<file path="config.mk">
export PLATFORM = sky130hd
export DESIGN_NAME = pbit_sweep_scheduler
export DESIGN_NICKNAME = d
export VERILOG_FILES = /design/src/rtl/pbit_sweep_scheduler.sv
export SDC_FILE = /design/constraint.sdc
export NUM_CORES = 1
export LEC_CHECK = 0
export BUFFER_PORTS_ARGS = -buffer_cell sky130_fd_sc_hd__buf_2
export CAP_MARGIN = 20
export CORE_MARGIN = 2
export CORE_UTILIZATION = 51
export DETAILED_ROUTE_END_ITERATION = 8
export GPL_TIMING_DRIVEN = 0
export PLACE_DENSITY = 0.87
export SETUP_SLACK_MARGIN = 0.3
export SLEW_MARGIN = 20
export SYNTH_ARGS = -nofsm -noshare
export SYNTH_HDL_FRONTEND = slang
export SYNTH_SLANG_ARGS = --single-unit
</file>
<file path="constraint.sdc">
create_clock -name clk -period 2 [get_ports clk]
set_input_delay 0.3 -clock clk [delete_from_list [all_inputs] [get_ports clk]]
set_output_delay 0.3 -clock clk [all_outputs]
set_load 0.01 [all_outputs]
</file>
<file path="src/rtl/pbit_sweep_scheduler.sv">
`default_nettype none
// ============================================================================
// Module  : pbit_sweep_scheduler
// Brief   : Sequential Gibbs sweep controller for a p-bit activation fabric.
// Rev     : 1.0  initial release
// ============================================================================
module pbit_sweep_scheduler #(
  parameter int          N_NODES   = 8,
  parameter int          IDX_W     = $clog2(N_NODES),
  parameter int          ACT_W     = 4,
  parameter int          SWEEPS_W  = 8,
  parameter logic [15:0] LFSR_SEED = 16'hACE1
) (
  input  logic                       clk,
  input  logic                       rst_n,
  input  logic                       start,
  input  logic [SWEEPS_W-1:0]        num_sweeps,
  input  logic                       greedy,
  input  logic [N_NODES-1:0]         clamp_mask,
  input  logic [N_NODES-1:0]         clamp_val,
  output logic [IDX_W-1:0]           act_idx,
  input  logic signed [ACT_W-1:0]    act_in,
  output logic [N_NODES-1:0]         state,
  output logic                       busy,
  output logic                       done,
  output logic [SWEEPS_W-1:0]        sweep_cnt
);

  typedef enum logic [1:0] {
    S_IDLE   = 2'd0,
    S_EVAL   = 2'd1,
    S_UPDATE = 2'd2,
    S_FINISH = 2'd3
  } fsm_e;

  localparam logic [IDX_W-1:0] C_LAST_NODE = IDX_W'(N_NODES - 1);
  localparam logic [15:0]      C_LFSR_TAPS = 16'hB400;

  fsm_e                     fsm_q;
  logic [N_NODES-1:0]       state_q;
  logic [N_NODES-1:0]       clamp_mask_q;
  logic [IDX_W-1:0]         node_q;
  logic                     busy_q;
  logic                     done_q;
  logic                     greedy_q;
  logic [SWEEPS_W-1:0]      sweep_cnt_q;
  logic [SWEEPS_W-1:0]      num_sweeps_q;
  logic [15:0]              lfsr_q;
  logic signed [ACT_W-1:0]  act_r_q;

  logic [15:0]              lfsr_d;
  logic signed [ACT_W-1:0]  rand_d;
  logic                     bit_d;
  logic [SWEEPS_W-1:0]      sweep_inc_d;

  always_comb begin
    lfsr_d      = {1'b0, lfsr_q[15:1]} ^ (lfsr_q[0] ? C_LFSR_TAPS : 16'h0000);
    rand_d      = greedy_q ? '0 : $signed(lfsr_q[ACT_W-1:0]);
    bit_d       = (act_r_q >= rand_d);
    sweep_inc_d = sweep_cnt_q + 1'b1;
  end

  always_ff @(posedge clk or negedge rst_n) begin
    if (!rst_n) begin
      fsm_q        <= S_IDLE;
      state_q      <= '0;
      clamp_mask_q <= '0;
      node_q       <= '0;
      busy_q       <= 1'b0;
      done_q       <= 1'b0;
      greedy_q     <= 1'b0;
      sweep_cnt_q  <= '0;
      num_sweeps_q <= '0;
      lfsr_q       <= LFSR_SEED;
      act_r_q      <= '0;
    end else begin
      done_q <= 1'b0;
      unique case (fsm_q)
        S_IDLE: begin
          if (start) begin
            num_sweeps_q <= num_sweeps;
            greedy_q     <= greedy;
            clamp_mask_q <= clamp_mask;
            state_q      <= (state_q & ~clamp_mask) | (clamp_val & clamp_mask);
            node_q       <= '0;
            sweep_cnt_q  <= '0;
            if (num_sweeps == '0) begin
              fsm_q  <= S_FINISH;
              done_q <= 1'b1;
            end else begin
              fsm_q  <= S_EVAL;
              busy_q <= 1'b1;
            end
          end
        end
        S_EVAL: begin
          act_r_q <= act_in;
          fsm_q   <= S_UPDATE;
        end
        S_UPDATE: begin
          // LFSR steps even for clamped nodes so the random stream is mask-independent.
          lfsr_q <= lfsr_d;
          if (!clamp_mask_q[node_q]) begin
            state_q[node_q] <= bit_d;
          end
          if (node_q == C_LAST_NODE) begin
            node_q      <= '0;
            sweep_cnt_q <= sweep_inc_d;
            if (sweep_inc_d == num_sweeps_q) begin
              fsm_q  <= S_FINISH;
              busy_q <= 1'b0;
              done_q <= 1'b1;
            end else begin
              fsm_q <= S_EVAL;
            end
          end else begin
            node_q <= node_q + 1'b1;
            fsm_q  <= S_EVAL;
          end
        end
        S_FINISH: begin
          fsm_q <= S_IDLE;
        end
        default: begin
          fsm_q <= S_IDLE;
        end
      endcase
    end
  end

  assign act_idx   = node_q;
  assign state     = state_q;
  assign busy      = busy_q;
  assign done      = done_q;
  assign sweep_cnt = sweep_cnt_q;

endmodule
`default_nettype wire

</file>
==> results.sh <==
export IMPL_critPathCaptureType="flip-flop"
export IMPL_ant_nets=0
export IMPL_track_usage_pct=25.1
export IMPL_rsz0062_at_grt="true"
export IMPL_power_total_mw=5.69
export IMPL_startpoint_type="flip-flop"
export IMPL_drc=0
export IMPL_final_hold_viol_count=0
export IMPL_fin_worst_skew_ns=0.00803
export IMPL_drv_slew=0
export IMPL_cellPowerDensity_mw_per_mm2=1350
export IMPL_syn_nets=370
export IMPL_crit_chain="nand2b_4 > ha_4 > or3b_4 > o22ai_4 > a21oi_4 > a32o_1 > mux2_4"
export IMPL_synthArstFlopShare_pct=100
export IMPL_antenna_found_initial=0
export IMPL_cp_arrival_ns=2.23
export IMPL_grt_pass1_wl_microns=12600
export IMPL_yosysTopAreaCell="dfrtp_1"
export IMPL_fmax_ghz=0.500
export IMPL_hold_buffers=0
export IMPL_cpPeakStageDelay_ns=0.40
export IMPL_num_rows=28
export IMPL_core_sq_mm=0.00592
export IMPL_diodes=0
export IMPL_worstPathMaxFanout=6
export IMPL_viasPerCell=5.82
export IMPL_clk_pin_slew_ns=0.07
export IMPL_required_ns=2.23
export IMPL_overflow=0
export IMPL_setup_slack_ns=-0.00122
export IMPL_yosys_top_cells_area="dfrtp_1 41%, nand2_1 11%, dfstp_2 6.7%"
export IMPL_die_x_microns=82.5
export IMPL_clk_latency_ns=0.35
export IMPL_leakagePower_nw=2.02
export IMPL_ys_flop_type="dfrtp_1"
export IMPL_final_cell_mix="92 x nand2_1, 52 x buf_2, 44 x dfrtp_1, 21 x buf_4, 12 x nor2_1"
export IMPL_syn2layout_area_growth_pct=34.6
export IMPL_worst_path_buf_inv=0
export IMPL_vdd_drop_max_mv=0.878
export IMPL_seq_area_frac_synth_pct=48.1
export IMPL_maxCapViolCount=0
export IMPL_ys_ff_latch=60
export IMPL_finalSetupViolations=2
export IMPL_slew_headroom_pct=49.6
export IMPL_outcome="finished, violations left"
export IMPL_grt_max_degree=61
export IMPL_hpwl_microns=5020
export IMPL_dp_cells=458
export IMPL_grt_pass1_vias=2670
export IMPL_avgSynthCellArea_sq_um=9.48
export IMPL_clock_path_buffers=2
export IMPL_synth_top_area_share_pct=41.5
export IMPL_die_y_microns=82.5
export IMPL_syn_inst=331
export IMPL_cts_root_buf="clkbuf_8"
export IMPL_initial_core_util_pct=53.0
export IMPL_hold_ws_ns=0.0103
export IMPL_vias=2891
export IMPL_routed_wl_microns=8510
export IMPL_path_delay_family="simple AND/OR/NAND/NOR gates"
export IMPL_ys_types=51
export IMPL_crit_type="flip-flop to flip-flop"
export IMPL_dr_pass1_iters=6
export IMPL_die_area_sq_mm=0.00680
export IMPL_synth_edf_count=0
export IMPL_yosysWarningCount=0
export IMPL_finalNetCount=456
export IMPL_layout_drive_gt1_share_pct=41.0
export IMPL_worstMarginPinSlew_ns=0.756
export IMPL_hold_class="input port to asynchronous set/reset pin"
export IMPL_ioPinCount=53
export IMPL_cts_max_level=3
export IMPL_failed_checks="setup timing"
export IMPL_cpMaxStageDelayCell="dfrtp_1"
export IMPL_clkSinkCount=60
export IMPL_min_period_over_period_pct=100
export IMPL_cts_tree="done"
export IMPL_final_common_cell="nand2_1"
export IMPL_first_iter_violations=234
export IMPL_syn_area_sq_mm=0.00314
export IMPL_routedWlPerCell_microns=17.1
export IMPL_finalCriticalPeriod_ns=2.00
export IMPL_stdcell_count=497
export IMPL_numCtsBuffers=9
export IMPL_routabilityCongestion=0.866
export IMPL_port_buffers=52
repair_timing:
| action | 4_1_cts | 5_1_grt |
|---|---|---|
| gates cloned | 0 | 0 |
| endpoints found under the setup margin | 44 | 46 |
| resized for setup | 30 | 57 |
| hold endpoints to repair | 0 | 0 |
| pin swaps | 10 | 19 |
| setup buffers | 11 | 12 |
path summary, 6_finish.rpt:
path | slack, ns | to | startpoint | cells after the start
min | 0.01 | num_sweeps_q[3] | rst_n | 1
max in group asynchronous | 1.43 | act_idx[2] | rst_n | 1
max | -0.001 | flip-flop | greedy_q | 7
max reg2reg | -0.001 | flip-flop | greedy_q | 7
min reg2reg | 0.46 | lfsr_q[7] | lfsr_q[7] | 2
min in group clk | 0.16 | num_sweeps_q[1] | num_sweeps[1] | 3
cells in the mapped netlist, types with 2 or more instances:
cell type  instances
and2_0             2
and2_1             3
mux2i_1            4
nor4b_1            3
ha_1               7
nand3_1            3
xnor2_1           12
o31ai_1            4
nand2_1           93
nor2b_1            2
o22ai_1            2
a32o_1             3
inv_1              6
clkbuf_1           8
o21bai_1           4
dfstp_2            8
nor4b_2            2
a21oi_1            6
nor2_1            14
a31oi_1            4
a22o_1             3
nor4_1             4
and4b_1            2
a32oi_1            4
dfrtp_1           52
o21ai_0           21
buf_2              8
a21o_1             4
mux2_2             6
and4bb_2           2
xor2_1             4
and3_1             4
nand2b_1           5
o41ai_1            4
nor3_1             2
through the flow:
stage	setup TNS, ns	setup WS (ns)	util, %	instance area (sq um)
global placement	-0.219	-0.0655	60.0	3550
detailed placement	-0.339	-0.0806	60.1	3560
global route	-0.272	-0.104	71.4	4230
finish	-0.00123	-0.00122	71.4	4230
CTS	-0.0852	-0.0217	66.6	3940
floorplan	0	0.0125	-	3200
cell families (layout without fill, tap and decap cells):
logic type	after synthesis	after routing	share of synthesized area, %
AND/OR/NAND/NOR	150	150	23.6
AO/OA/AOI/OAI	63	63	13.7
flip-flops	60	60	48.1
buffers and inverters	24	115	3.55
XOR/XNOR	16	16	4.46
multiplexers	11	11	3.79
adder cells (fa/ha/maj)	7	7	2.79
metal layers:
metal	vias up	wire length, microns	track usage (%)
li1	1328	-	-
met1	1392	3560	32.5
met2	141	4070	38.6
met3	30	567	6.52
met4	0	314	13.3
met5	-	0	0
area by class of cell:
cell class | count | area, sq um
Tap cell | 75 | 93.8
Clock inverter | 5 | 27.5
Sequential cell | 60 | 1520
Timing Repair Buffer | 75 | 455
Multi-Input combinational cell | 247 | 1820
Clock buffer | 11 | 141
Inverter | 6 | 22.5
Fill cell | 397 | 1690
Buffer | 18 | 146
where the power goes:
group          internal, mW  switching [mW]
clock                 0.474           0.500
sequential             1.54           0.286
combinational          1.36            1.53
total                  3.38            2.31
Note: power is estimated with default switching activity, not from simulation.
